--- config.mk ---
export PLATFORM = sky130hd
export DESIGN_NAME = branch_predictor
export DESIGN_NICKNAME = d
export VERILOG_FILES = /design/src/rtl/branch_predictor.sv
export SDC_FILE = /design/constraint.sdc
export NUM_CORES = 2
export LEC_CHECK = 0
export ABC_AREA = 1
export CORE_ASPECT_RATIO = 1.1
export CORE_MARGIN = 5
export CORE_UTILIZATION = 35
export CTS_BUF_LIST = sky130_fd_sc_hd__clkbuf_4 sky130_fd_sc_hd__clkbuf_8
export DETAILED_ROUTE_END_ITERATION = 7
export GPL_ROUTABILITY_DRIVEN = 1
export MAX_ROUTING_LAYER = met4
export PLACE_DENSITY = 0.5
export REMOVE_ABC_BUFFERS = 1
export SYNTH_ARGS = -nofsm -noshare
export SYNTH_HDL_FRONTEND = slang
export SYNTH_SLANG_ARGS = --single-unit
export TNS_END_PERCENT = 100
--- constraint.sdc ---
create_clock -name clk -period 46.3 [get_ports clk]
set_input_delay 6.945 -clock clk [delete_from_list [all_inputs] [get_ports clk]]
set_output_delay 6.945 -clock clk [all_outputs]
set_load 0.005 [all_outputs]
--- src/rtl/branch_predictor.sv ---
// branch_predictor: next-PC generator for the fetch stage.
// Direct-mapped BTB with 2-bit saturating direction counters, trained by
// resolved branches from EX. Next-PC priority: redirect, jump, predicted
// target, sequential. Optional statistics counters are built only when
// BP_STATS_EN is defined; otherwise stat_updates/stat_mispred read 0.
module branch_predictor #(
  parameter int ENTRIES = 16,
  parameter int IDX_W   = 4
) (
  input  logic        clk,
  input  logic        rst,
  input  logic [31:0] pc,
  input  logic        redirect,
  input  logic [31:0] redirect_pc,
  input  logic        isjump,
  input  logic [31:0] jump_target,
  input  logic        upd_valid,
  input  logic [31:0] upd_pc,
  input  logic        upd_taken,
  input  logic [31:0] upd_target,
  input  logic        upd_mispred,
  output logic        predict,
  output logic [31:0] pcresult,
  output logic [31:0] stat_updates,
  output logic [31:0] stat_mispred
);

  localparam int TAG_W = 30 - IDX_W;

  logic [ENTRIES-1:0] valid;
  logic [TAG_W-1:0]   tag_mem    [ENTRIES];
  logic [31:0]        target_mem [ENTRIES];
  logic [1:0]         ctr_mem    [ENTRIES];

  logic [IDX_W-1:0] idx;
  logic [IDX_W-1:0] upd_idx;
  logic [TAG_W-1:0] tag;
  logic [TAG_W-1:0] upd_tag;
  logic             hit;
  logic             upd_hit;

  assign idx     = pc[IDX_W+1:2];
  assign tag     = pc[31:IDX_W+2];
  assign upd_idx = upd_pc[IDX_W+1:2];
  assign upd_tag = upd_pc[31:IDX_W+2];

  assign hit     = valid[idx] && (tag_mem[idx] == tag);
  assign upd_hit = valid[upd_idx] && (tag_mem[upd_idx] == upd_tag);
  assign predict = hit && ctr_mem[idx][1];

  // Next fetch PC with fixed priority; sequential path wraps modulo 2^32.
  always_comb begin
    pcresult = pc + 32'd4;
    if (redirect)     pcresult = redirect_pc;
    else if (isjump)  pcresult = jump_target;
    else if (predict) pcresult = target_mem[idx];
  end

  // BTB/counter training from resolved branches; lookups see the old entry.
  always_ff @(posedge clk or posedge rst) begin
    if (rst) begin
      valid      <= '0;
      tag_mem    <= '{default: '0};
      target_mem <= '{default: '0};
      ctr_mem    <= '{default: 2'd1};
    end else if (upd_valid) begin
      if (upd_hit) begin
        if (upd_taken) begin
          if (ctr_mem[upd_idx] != 2'd3) ctr_mem[upd_idx] <= ctr_mem[upd_idx] + 2'd1;
          target_mem[upd_idx] <= upd_target;
        end else begin
          if (ctr_mem[upd_idx] != 2'd0) ctr_mem[upd_idx] <= ctr_mem[upd_idx] - 2'd1;
        end
      end else if (upd_taken) begin
        valid[upd_idx]      <= 1'b1;
        tag_mem[upd_idx]    <= upd_tag;
        target_mem[upd_idx] <= upd_target;
        ctr_mem[upd_idx]    <= 2'd2;
      end
    end
  end

`ifdef BP_STATS_EN
  logic unused_bits;
  assign unused_bits = ^{pc[1:0], upd_pc[1:0]};

  // Saturating counts of resolved branches and of flagged mispredictions.
  always_ff @(posedge clk or posedge rst) begin
    if (rst) begin
      stat_updates <= '0;
      stat_mispred <= '0;
    end else if (upd_valid) begin
      if (stat_updates != '1) stat_updates <= stat_updates + 32'd1;
      if (upd_mispred && (stat_mispred != '1)) stat_mispred <= stat_mispred + 32'd1;
    end
  end
`else
  logic unused_bits;
  assign unused_bits  = ^{pc[1:0], upd_pc[1:0], upd_mispred};
  assign stat_updates = '0;
  assign stat_mispred = '0;
`endif

endmodule

# Word level (Yosys, flattened, before mapping)
# Cells that the tools add are included.
# totals
regBits	976
latchBits	0
mem_bits_rw	0
mem_bits_ro	0
in_bits	167
output_inout_bits	97
elab_cells	119
memories	0
# op_classes
n_addsub	3
n_mul	0
div_mod_pow	0
magnitude_cmp	6
n_eq_ne	4
n_shift	0
muxes	39
bitwise	7
reduce_logical	11
# ops
op	n
512-bit bitwise mux	1
416-bit bitwise mux	1
32-bit two-way mux	11
26-bit binary-select mux with 4-bit select	2
26-bit two-way mux	5
32-bit binary-select mux with 4-bit select	1
32-bit demux with 4-bit select	1
26-bit demux with 4-bit select	1
32-bit bitwise mux	2
26-bit equality test	2
32-bit by 3-bit adder with 32-bit output, second input constant	1
16-bit OR	2
16-bit bitwise AND	1
2-bit binary-select mux with 4-bit select	2
16-bit NOT	1
5-bit >= comparator, second input constant	2
4-bit by 5-bit less-than comparator with 1-bit output, second input constant	2
2-bit two-way mux	5
4-bit NOT with 5-bit output	2
1-bit binary-select mux with 4-bit select	2
2-bit demux with 4-bit select	1
2-bit nonzero test	3
1-bit logical AND	5
5-bit by 1-bit less-than comparator with 1-bit output, second input constant	1
11 further kinds	13

# Logic depth before layout (Yosys ltp)
# logic_depth
depth_word	10
mapped_depth	25

# Worst setup path before layout
# Ideal clock, no wire load.
# synth_timing
path_kind	input to output
from	in pc[2]
to	out pcresult[2]
arrival_ps	9064
setup_slack_ps	30291
stages	18
n_path_buf	5
cell_sequence	buf_2 buf_2 buf_4 buf_2 o21ai_0 nand3_1 nand3_1 nand2_1 nor2_1 nand2_1 nor2_1 nand3_1 nor2_1 nand2_1 buf_2 nand2_1 nand3_1 a21oi_1
# synth_between
elab_chain_len	10
word_cells_on_any_way	19
# synth_lines
item	line	rtl
start, declared	12	input logic [31:0] pc,
4-bit NOT with 5-bit output (not written as such)	47, 49, 56	
26-bit binary-select mux with 4-bit select	47	assign hit = valid[idx] && (tag_mem[idx] == tag);
26-bit two-way mux (not written as such) (2 in series)	47	
26-bit equality test	47	
1-bit logical AND	47	
1-bit logical AND	49	assign predict = hit && ctr_mem[idx][1];
32-bit two-way mux *	56	else if (predict) pcresult = target_mem[idx];
32-bit two-way mux *	55	else if (isjump) pcresult = jump_target;
32-bit two-way mux *	54	if (redirect) pcresult = redirect_pc;
end, declared	23	output logic [31:0] pcresult,
# Mark *: on every way between the ends. The rest lies on a longest branch, timed or not. The select of a mux whose other input is x is not followed.

# Final worst setup path
# layout_timing
from	in pc[5]
to	out pcresult[16]
# Same word-level chain as after synthesis.

==> results.sh <==
export IMPL_clk_latency_ns=0.92
export IMPL_synth_xor_area_frac=0.00424
export IMPL_vias=48500
export IMPL_switching_share=0.315
export IMPL_setup_viol=0
export IMPL_post_route_min_period_ns=20.30
export IMPL_grt_overflow_total=0
export IMPL_synth_mux_area_fraction=0
export IMPL_slowest_stage="buf_4"
export IMPL_cellPowerDensity_mw_per_mm2=41.7
export IMPL_portBuffers=196
export IMPL_first_iter_violations=5093
export IMPL_grt_usage=0.264
export IMPL_arrival_ns=13.35
export IMPL_grt_pass1_wl_um=303000
export IMPL_max_stage_delay_ns=0.64
export IMPL_ant_nets=0
export IMPL_routed_wirelength_um=204000
export IMPL_final_nets=7237
export IMPL_whs_ns=0.465
export IMPL_place_gp_congestion=0.925
export IMPL_htreeDepth=4
export IMPL_via_per_inst=5.30
export IMPL_cts_buffer_depth=3
export IMPL_hold_viol_final=0
export IMPL_startpoint_type="input port"
export IMPL_timing_slew_headroom=0.208
export IMPL_synthCells=7119
export IMPL_synth_area_mm2=0.0517
export IMPL_post_drt_wl_per_cell_um=22.3
export IMPL_synth_avg_cell_area_um2=7.26
export IMPL_placementRows=148
export IMPL_yosysUniqueCellTypes=42
export IMPL_pwr_share_seq=0.455
export IMPL_cts_resized_gates=0
export IMPL_status="completed"
export IMPL_internal_power_uw=1670
export IMPL_synth_simple_area_share=0.255
export IMPL_start_util=0.351
export IMPL_path_clk_slew_ns=0.06
export IMPL_ios=264
export IMPL_crit_chain="clkdlybuf4s50_1, buf_4, inv_2, nor2_4, buf_4, buf_4, nand2_1, nand2_1, inv_1, nand3_1, nand2_1, inv_1, nand2_1, nor2_1, nand2_1, nor2_4, buf_4, nand2_1, buf_4, nand2_1, nand3_1, a21oi_1, clkdlybuf4s50_1"
export IMPL_power_frac_comb=0.182
export IMPL_ys_ff_latch=976
export IMPL_area_growth_pct=13.0
export IMPL_tritoncts="done"
export IMPL_grt_max_degree=177
export IMPL_die_y_um=413
export IMPL_worst_path_buf_inv=10
export IMPL_crit_type="in -> out"
export IMPL_post_route_cell_area_mm2=0.0584
export IMPL_p_leak_uw=0.0278
export IMPL_tightest_slew_ns=1.18
export IMPL_dieArea_mm2=0.155
export IMPL_antenna_found_initial=12
export IMPL_numClockSinks=976
export IMPL_fmax_mhz=49.3
export IMPL_drive_gt1_frac=0.0684
export IMPL_rsz0062_at_grt="false"
export IMPL_hp_class="reg -> reg"
export IMPL_post_cts_buffers=0
export IMPL_mostFrequentLayoutCell="nand2_1"
export IMPL_final_cell_mix="nand2_1, o21ai_0, dfrtp_1"
export IMPL_hold_buffers=0
export IMPL_ys_warn_count=0
export IMPL_crit_top_cell="nand2_1"
export IMPL_place_hpwl_um=114000
export IMPL_cp_end_kind="primary output"
export IMPL_crit_family="buffers and inverters"
export IMPL_drv_cap=0
export IMPL_clkPwrFrac=0.364
export IMPL_post_dp_cell_area_mm2=0.0546
export IMPL_coreArea_mm2=0.147
export IMPL_synth_compound_area_frac=0.183
export IMPL_path_max_fanout=33
export IMPL_grt_pass1_vias=45800
export IMPL_period_share=0.438
export IMPL_synthAdderAreaFrac=0.000726
export IMPL_power_switching_uw=767
export IMPL_dieWidth_um=376
export IMPL_final_max_slew_viol_count=0
export IMPL_tns_ns=0
export IMPL_ir_drop_mv=0.0221
export IMPL_cts_root_buf="clkbuf_8"
export IMPL_synth_yosys_seq_area_share=0.473
export IMPL_synth_top_family_by_area="simple AND/OR/NAND/NOR gates"
export IMPL_numCtsBuffers=178
export IMPL_clock_skew_ns=0.0454
export IMPL_drtPass1Iterations=6
export IMPL_required_ns=39.35
export IMPL_drc_errors=0
[synth_stat cells, drive strengths merged]
cell / number / share of area
o21ai: 1350 / 0.13
o2111ai: 6 / 0.0010
conb: 1 / 0.000073
a21boi: 1 / 0.00015
nor2: 564 / 0.041
nand4: 70 / 0.0085
dfrtp: 960 / 0.46
o21a: 2 / 0.00029
buf: 250 / 0.027
xor2: 24 / 0.0041
a22oi: 90 / 0.013
nand2: 2420 / 0.18
o221ai: 3 / 0.00051
xnor2: 1 / 0.00017
nor4: 2 / 0.00024
a31o: 1 / 0.00017
inv: 437 / 0.032
a22o: 26 / 0.0044
dfstp: 16 / 0.0081
nand3: 266 / 0.026
nor3: 15 / 0.0015
nand3b: 3 / 0.00044
o22ai: 11 / 0.0013
clkbuf: 336 / 0.025
o211ai: 35 / 0.0051
ha: 3 / 0.00073
clkinv: 3 / 0.00022
a21oi: 152 / 0.015
a31oi: 1 / 0.00012
a221oi: 70 / 0.012
[stage by stage]
stage	std cells	utilization	power, µW	setup slack, ns
after detailed placement	8837	0.370	1560	26.15
after global routing	9157	0.396	2570	25.86
final	9159	0.396	2440	26.00
after CTS	9147	0.396	2450	26.14
after floorplan	6596	-	1390	11.93
after global placement	8837	0.370	1550	26.16
[path summary, 6_finish.rpt]
path | depth (start not counted) | slack (ns) | from | end
max | 23 | 26.00 | pc[5] | pcresult[16]
max reg2reg | 16 | 42.44 | tag_mem[71] | ctr_mem[26]
max in group asynchronous | 7 | 35.09 | rst | tag_mem[19]
min reg2reg | 2 | 0.47 | ctr_mem[8] | ctr_mem[8]
min | 2 | 0.47 | ctr_mem[8] | ctr_mem[8]
min in group asynchronous | 2 | 6.57 | rst | target_mem[144]
[final cells by class]
class / instances / area, µm²
inverter: 440 / 1690
clock buffer: 286 / 3570
antenna: 12 / 30.0
clock inverter: 24 / 221
tap: 1950 / 2440
fill: 15600 / 89000
timing repair buffer: 291 / 2720
sequential: 976 / 24400
multi-input combinational: 5180 / 23300
[flip-flops by register name (all words and copies together), names as in the netlist]
register    flops
valid          16
tag_mem       416
target_mem    512
ctr_mem        32
[power by group through the flow]
stage	Combinational (µW)	Sequential, µW	Clock [µW]
3_5_place_dp	442	1120	0
3_3_place_gp	434	1110	0
4_1_cts	443	1100	902
2_1_floorplan	292	1100	0
6_report	443	1110	886
5_1_grt	508	1130	940
[tightest hold or removal path: stages (launching register included)]
cell and delay [ns]:
dfstp_2 0.37, nand2_1 0.05, nand2_1 0.04
[routing by layer]
| metal | up-vias | track usage | part of all wire |
|---|---|---|---|
| li1 | 22900 | - | - |
| met1 | 23300 | 0.357 | 0.44 |
| met2 | 1946 | 0.408 | 0.45 |
| met3 | 370 | 0.0395 | 0.072 |
| met4 | 0 | 0.0903 | 0.034 |
| met5 | - | - | 0 |
[kinds of logic after synthesis]
logic type,count (synthesis)
AO/OA/AOI/OAI,1748
other,1
XOR/XNOR,25
AND/OR/NAND/NOR,3340
buffers and inverters,1026
flip-flops,976
adder cells (fa/ha/maj),3
(Power assumes the default switching activity.)
